[config.mk]
export PLATFORM = sky130hd
export DESIGN_NAME = pe_noc_interface
export DESIGN_NICKNAME = d
export VERILOG_FILES = /design/src/rtl/pe_noc_interface.sv
export SDC_FILE = /design/constraint.sdc
export NUM_CORES = 1
export LEC_CHECK = 0
export CELL_PAD_IN_SITES_DETAIL_PLACEMENT = 0
export CELL_PAD_IN_SITES_GLOBAL_PLACEMENT = 1
export CORE_ASPECT_RATIO = 1.4
export CORE_UTILIZATION = 34
export DETAILED_ROUTE_END_ITERATION = 10
export HOLD_SLACK_MARGIN = 0.02
export PLACE_DENSITY_LB_ADDON = 0.05
export SLEW_MARGIN = 40
export SYNTH_ARGS = -nofsm -noshare
export SYNTH_HDL_FRONTEND = slang
export SYNTH_SLANG_ARGS = --single-unit
[constraint.sdc]
create_clock -name clk -period 2.2 [get_ports clk]
set_clock_uncertainty 0.2 [all_clocks]
set_input_delay 0.55 -clock clk [delete_from_list [all_inputs] [get_ports clk]]
set_output_delay 0.55 -clock clk [all_outputs]
set_load 0.005 [all_outputs]
[src/rtl/pe_noc_interface.sv]
// PE <-> NoC leaf network interface.
// TX: PE valid/ready -> 4-phase bundled-data sender into the router.
// RX: 4-phase receiver from the router -> destination filter -> FWFT FIFO -> PE valid/ready.
module pe_noc_interface #(
  parameter int                    WIDTH_packet = 14,
  parameter int                    WIDTH_dest   = 3,
  parameter int                    WIDTH_addr   = 3,
  parameter logic [WIDTH_addr-1:0] NODE_ADDR    = '0,
  parameter int                    RX_DEPTH     = 2
) (
  input  logic                    clk,
  input  logic                    rst,
  input  logic                    tx_valid,
  output logic                    tx_ready,
  input  logic [WIDTH_dest-1:0]   tx_dest,
  input  logic [7:0]              tx_payload,
  output logic [WIDTH_packet-1:0] net_out_data,
  output logic                    net_out_req,
  input  logic                    net_out_ack,
  input  logic [WIDTH_packet-1:0] net_in_data,
  input  logic                    net_in_req,
  output logic                    net_in_ack,
  output logic                    rx_valid,
  input  logic                    rx_ready,
  output logic [WIDTH_addr-1:0]   rx_src,
  output logic [7:0]              rx_payload,
  output logic [7:0]              misroute_cnt
);

  localparam int PTR_W   = (RX_DEPTH > 1) ? $clog2(RX_DEPTH) : 1;
  localparam int CNT_W   = PTR_W + 1;
  localparam int ENTRY_W = WIDTH_addr + 8;

  typedef enum logic [1:0] {T_IDLE, T_SETUP, T_REQ, T_REL} tx_state_t;
  typedef enum logic {R_IDLE, R_ACK} rx_state_t;

  // ---------------------------------------------------------------- sync
  logic ack_meta_reg, ack_s;
  logic req_meta_reg, req_s;

  // Two-flop synchronizers for the asynchronous handshake inputs
  always_ff @(posedge clk) begin
    if (rst) begin
      ack_meta_reg <= 1'b0;
      ack_s        <= 1'b0;
      req_meta_reg <= 1'b0;
      req_s        <= 1'b0;
    end else begin
      ack_meta_reg <= net_out_ack;
      ack_s        <= ack_meta_reg;
      req_meta_reg <= net_in_req;
      req_s        <= req_meta_reg;
    end
  end

  // ---------------------------------------------------------------- TX
  tx_state_t tx_state_reg, tx_state_next;
  logic      out_req_next;
  logic      tx_accept;

  // TX next-state: data is launched one cycle ahead of req so it is settled at the router
  always_comb begin
    tx_state_next = tx_state_reg;
    out_req_next  = net_out_req;
    tx_accept     = 1'b0;
    case (tx_state_reg)
      T_IDLE: begin
        if (tx_valid && tx_ready) begin
          tx_accept     = 1'b1;
          tx_state_next = T_SETUP;
        end
      end
      T_SETUP: begin
        out_req_next  = 1'b1;
        tx_state_next = T_REQ;
      end
      T_REQ: begin
        if (ack_s) begin
          out_req_next  = 1'b0;
          tx_state_next = T_REL;
        end
      end
      T_REL: begin
        if (!ack_s) tx_state_next = T_IDLE;
      end
      default: begin
        out_req_next  = 1'b0;
        tx_state_next = T_IDLE;
      end
    endcase
  end

  // TX state and registered outputs; tx_ready mirrors "next state is idle"
  always_ff @(posedge clk) begin
    if (rst) begin
      tx_state_reg <= T_IDLE;
      net_out_req  <= 1'b0;
      net_out_data <= '0;
      tx_ready     <= 1'b0;
    end else begin
      tx_state_reg <= tx_state_next;
      net_out_req  <= out_req_next;
      tx_ready     <= (tx_state_next == T_IDLE);
      if (tx_accept) net_out_data <= {tx_dest, NODE_ADDR, tx_payload};
    end
  end

  // ---------------------------------------------------------------- RX
  rx_state_t               rx_state_reg, rx_state_next;
  logic                    in_ack_next;
  logic                    rx_take;
  logic                    dest_match;
  logic [ENTRY_W-1:0]      rx_entry;
  logic                    fifo_full;
  logic                    push, pop;

  logic [ENTRY_W-1:0]      mem_reg [RX_DEPTH];
  logic [PTR_W-1:0]        wr_ptr_reg, rd_ptr_reg, rd_ptr_next;
  logic [CNT_W-1:0]        count_reg, count_next;
  logic [ENTRY_W-1:0]      head_next;

  assign dest_match = (net_in_data[WIDTH_packet-1 -: WIDTH_dest] == NODE_ADDR);
  assign rx_entry   = net_in_data[ENTRY_W-1:0];
  assign fifo_full  = (count_reg == CNT_W'(RX_DEPTH));

  // RX next-state: only take a packet when there is room, otherwise leave req unacked
  always_comb begin
    rx_state_next = rx_state_reg;
    in_ack_next   = net_in_ack;
    rx_take       = 1'b0;
    case (rx_state_reg)
      R_IDLE: begin
        if (req_s && !fifo_full) begin
          rx_take       = 1'b1;
          in_ack_next   = 1'b1;
          rx_state_next = R_ACK;
        end
      end
      R_ACK: begin
        if (!req_s) begin
          in_ack_next   = 1'b0;
          rx_state_next = R_IDLE;
        end
      end
      default: begin
        in_ack_next   = 1'b0;
        rx_state_next = R_IDLE;
      end
    endcase
  end

  assign push = rx_take && dest_match;
  assign pop  = rx_valid && rx_ready;

  // FIFO bookkeeping; head bypasses the array when the pushed word becomes the head
  always_comb begin
    rd_ptr_next = pop ? rd_ptr_reg + PTR_W'(1) : rd_ptr_reg;
    count_next  = count_reg;
    if (push && !pop)      count_next = count_reg + CNT_W'(1);
    else if (!push && pop) count_next = count_reg - CNT_W'(1);
    head_next = (push && (wr_ptr_reg == rd_ptr_next)) ? rx_entry : mem_reg[rd_ptr_next];
  end

  // RX state, handshake, FIFO storage and registered head outputs
  always_ff @(posedge clk) begin
    if (rst) begin
      rx_state_reg <= R_IDLE;
      net_in_ack   <= 1'b0;
      wr_ptr_reg   <= '0;
      rd_ptr_reg   <= '0;
      count_reg    <= '0;
      rx_valid     <= 1'b0;
      rx_src       <= '0;
      rx_payload   <= '0;
      for (int i = 0; i < RX_DEPTH; i++) mem_reg[i] <= '0;
    end else begin
      rx_state_reg <= rx_state_next;
      net_in_ack   <= in_ack_next;
      rd_ptr_reg   <= rd_ptr_next;
      count_reg    <= count_next;
      if (push) begin
        mem_reg[wr_ptr_reg] <= rx_entry;
        wr_ptr_reg          <= wr_ptr_reg + PTR_W'(1);
      end
      rx_valid               <= (count_next != '0);
      {rx_src, rx_payload}   <= head_next;
    end
  end

  // Saturating count of packets dropped for a foreign destination
  always_ff @(posedge clk) begin
    if (rst) begin
      misroute_cnt <= '0;
    end else if (rx_take && !dest_match && (misroute_cnt != 8'hFF)) begin
      misroute_cnt <= misroute_cnt + 8'd1;
    end
  end

endmodule
### Word level (Yosys, flattened, before mapping)

Memory sizes are Yosys's and may differ from the RTL's. A register that Yosys moved wholly into a read port is not among the register bits.
Index checks and enable logic that the tools add are counted.

| storage, ports and cells | value |
|---|---|
| register bits after elaboration | 34 |
| bits in latches | 0 |
| bits in writable memories | 22 |
| bits in read-only memories | 0 |
| input port bits | 31 |
| output and inout bits | 37 |
| word-level logic and storage cells | 76 |
| memories kept | 1 |

| cells by class | value |
|---|---|
| $add $sub $neg | 5 |
| multipliers | 0 |
| divide/modulo/power cells | 0 |
| magnitude comparators | 0 |
| equality and inequality tests | 8 |
| shift-type cells | 0 |
| mux-type cells | 26 |
| bitwise gates (word level) | 1 |
| reduce and logical (&&, ||, !) cells | 20 |

Memories:

| memory | depth | bits a word | read ports | clocked after Yosys merged registers in | write ports | line | source |
|---|---|---|---|---|---|---|---|
| mem_reg | 2 | 11 | 1 | 1 | 2 | 117 | `logic [ENTRY_W-1:0] mem_reg [RX_DEPTH];` |

Operator list:

| kind | count |
|---|---|
| $mux 1 | 16 |
| $mux 11 | 1 |
| $reduce_or 11->1 | 1 |
| $mux 2 | 5 |
| $add 8x1->8 const B | 1 |
| $logic_and 1x1->1 | 8 |
| $ne 8x8->1 const B | 1 |
| $pmux 2 s4 | 1 |
| $eq 2x2->1 const B | 3 |
| $ne 2x2->1 const B | 3 |
| $pmux 1 s2 | 3 |
| $logic_not 1->1 | 4 |
| $logic_not 2->1 | 2 |
| $reduce_and 2->1 | 2 |
| $reduce_bool 2->1 | 2 |
| $logic_not 3->1 | 1 |
| $add 1x1->1 const B | 2 |
| $add 2x1->2 const B | 1 |
| $eq 2x1->1 const B | 1 |
| $sub 2x1->2 const B | 1 |
| $not 1->1 | 1 |

### Logic depth before layout (Yosys ltp)

| depth | value |
|---|---|
| depth in word-level cells | 11 |
| mapped depth | 8 |
| gate-level depth less buffers | 6 |

### Worst setup path after synthesis

OpenSTA, ideal clock, no wires.

| path | value |
|---|---|
| path kind | flip-flop to flip-flop |
| start point | reg count_reg[0] |
| end point | mem mem_reg[0][0] (netlist name) (enable) |
| setup time | 0.381 ns |
| data arrival time | 1.760 ns |
| data required time | 1.619 ns |
| slack | -0.141 ns |
| cell stages (with the launch flop) | 7 |
| path buffers | 1 |
| period minus slack after synthesis | 2.341 ns |
| cells stage by stage | dfxtp_1 -> inv_1 -> ha_1 -> nor3b_4 -> nand2_1 -> buf_2 -> o21bai_1 |

RTL lines:

| what | line | source |
|---|---|---|
| start: declaration | 119 | `logic [CNT_W-1:0] count_reg, count_next;` |
| start signal: assignment | 180 | `count_reg <= count_next;` |
| end: declaration | 117 |  |

==> results by group <==
Logic synthesis
  – Synth area leaders: dfxtp_1, edfxtp_1, mux2_4, and2_1, nand2_1
  – Yosys reg bits: 67
  – Most common cell in the synthesized netlist: dfxtp_1
  – EDFF count, synth: 22
  – Top FF cell, synth: dfxtp_1
  – Synth area leader: dfxtp_1
  – Synth top area share: 32.40%
  – Synth top cells by count: dfxtp_1, nand2_1, and2_1
  – Count of cell types in the netlist: 42
  – YS warnings: 0
  – Syn Std Cell Area: 0.002780 mm²
  – Gate Count Post-Synth: 250
  – Sequential cell area fraction in the yosys report: 56.17%
  – Avg Synthesized Cell Area: 11.12 µm²
  – Async SR Flop Fraction: 0%

Finish
  – Area Growth Syn to Fin: 41.09%
  – Nets@finish: 367
  – Fillcell total: 752
  – Final Cell Area: 0.003923 mm²
  – Share of post-route cells with drive strength above 1: 17.40%
  – Inserted Diodes: 0
  – Max reg flops: 22

Routing
  – Wire per inst: 13.17 µm
  – Via count: 2053
  – WL final: 5783 µm
  – Drt drc: 0
  – DR iter-0 viols: 82
  – Drt first pass iters: 4
  – Via density: 4.677
  – Post-route ant nets: 0

Job
  – Max cap viols: 0

Floorplanning
  – Die width: 78.43 µm
  – # IOs: 68
  – Core area: 0.007845 mm²
  – Starting Density: 35.44%
  – FP Rows: 38
  – Die area: 0.008548 mm²
  – Die Y: 109.0 µm

STA
  – Pins Over Slew Limit: 0
  – Finish-stage setup viols: 0
  – RSZ-0062 raised after global routing: false
  – Fin. Hold Viols: 0
  – Fin crit share: 98.52%
  – FMAX: 461.4 MHz
  – Tmin final: 2168 ps

Global routing
  – Vias in the first global route: 2005
  – Initial antenna violation count: 0
  – GRT overflow: 0
  – GR Util All Layers: 14.70%
  – First-pass GRT wire length: 9342 µm
  – Maximum number of pins on one net before global-route repair: 24

Clocking
  – Max clock buf depth: 2
  – Clock root buffer: clkbuf_8
  – Number of buffers created by CTS: 9
  – CTS Hold Bufs: 0
  – CTS HTree Levels: 3
  – Clk sinks: 67
  – Clock transition at the registers of the reported paths: 70 ps
  – TritonCTS clock tree: yes
  – Clk Latency, worst-skew pair: 340 ps

Place
  – Final HPWL DP: 3920 µm
  – Area after DPL: 0.003685 mm²
  – Routability Congestion: 0.7106
  – Buffers on Ports: 64

Worst setup path
  – Worst EP required: 2230 ps
  – CP Capture Type: flip-flop
  – Worst-path fanout max: 11
  – Kind of critical path: input pin to flip-flop
  – Critical path arrival: 2190 ps
  – Worst setup SP type: input pin

Pwr
  – P_leak: 1.556 nW
  – Maximum VDD drop: 0.3705 mV
  – PwrDens: 694.1 mW/mm²
  – Power, Total: 2.723 mW

Outcome
  – Status: finished, final reports clean

Worst hold path
  – Hold Path Class: flip-flop to flip-flop
==> critical path, stage by stage <==
cell and delay, ps:
clkdlybuf4s50_1 430, nor3_2 220, nand2_1 120, or3b_1 410, buf_12 180, mux2_4 290
==> through the flow <==
stage | TNS [ps] | cells | setup slack, ps | utilization, % | hold slack (ps)
2_1_floorplan | 0 | 252 | 3.564 | - | 213.8
3_3_place_gp | -15670 | 422 | -341.3 | 46.97 | 220.3
3_5_place_dp | -16330 | 422 | -354.9 | 46.97 | 229.7
4_1_cts | 0 | 438 | 6.828 | 49.67 | 246.3
5_1_grt | 0 | 439 | 11.10 | 50.00 | 265.7
6_report | 0 | 439 | 32.46 | 50.00 | 242.9
==> where the power goes <==
part | internal, mW | switching, mW | leakage, nW
combinational | 0.187 | 0.115 | 0.863
sequential | 1.33 | 0.0228 | 0.593
clock | 0.594 | 0.474 | 0.101
==> repair_timing <==
action / in CTS / in global routing
buffers inserted: 0 / 0
hold endpoints to repair: 0 / 0
endpoints found under the setup margin: 0 / 32
gates resized for setup: 0 / 5
==> path summary, 6_finish.rpt <==
check / startpoint / end / slack (ps) / cells after the start
setup / recovery: net_in_data[12] / rx_payload[2] / 30 / 6
hold / removal: ack_meta_reg / ack_s / 240 / 1
setup reg to reg: count_reg[0] / rx_payload[2] / 100 / 7
hold reg to reg: ack_meta_reg / ack_s / 240 / 1
==> cells in the final DEF, fill, tap and decap left out, types with 3 or more instances in the layout <==
cell             instances
or2_2                    3
nor2b_1                  5
buf_12                   4
buf_4                   18
dfxtp_1                 45
mux2_4                  10
and2_1                  23
clkbuf_8                 9
xor2_1                   4
nand3_1                  3
nand2_1                 30
nor2_1                  13
clkdlybuf4s50_1         64
a22o_1                  11
and3_1                   3
nand2b_1                 4
mux2i_1                  7
a21oi_1                 16
conb_1                   3
edfxtp_1                22
==> final cells by class <==
class                   count  area (µm²)  area share, %
flip-flops and latches     67        1562          39.81
multi-input cells         167        1156          29.47
repair buffers             87       860.8          21.95
clock buffers              11       152.6          3.892
well taps                 100       125.1          3.190
clock inverters             5       58.81          1.499
inverters                   2       7.507         0.1914
==> metal layers <==
| metal | vias to the layer above | global-route usage (%) | wire length [µm] | part of all wire, % |
|---|---|---|---|---|
| li1 | 1032 | - | - | - |
| met1 | 962 | 16.42 | 2401 | 42 |
| met2 | 51 | 25.38 | 3030 | 52 |
| met3 | 8 | 3.933 | 254 | 4.4 |
| met4 | 0 | 7.937 | 96 | 1.7 |
| met5 | - | 0 | 0 | 0 |
==> kinds of logic after synthesis <==
group	count (synthesis)	synth area share, %
compound gates	37	9.181
xor+xnor	7	2.700
fa+ha+maj	2	0.8999
buf+inv	18	3.420
flops	67	56.17
mux	18	8.326
other cells	1	0.1349
simple gates	100	19.17
No activity file was read; power rests on OpenSTA's default activity.
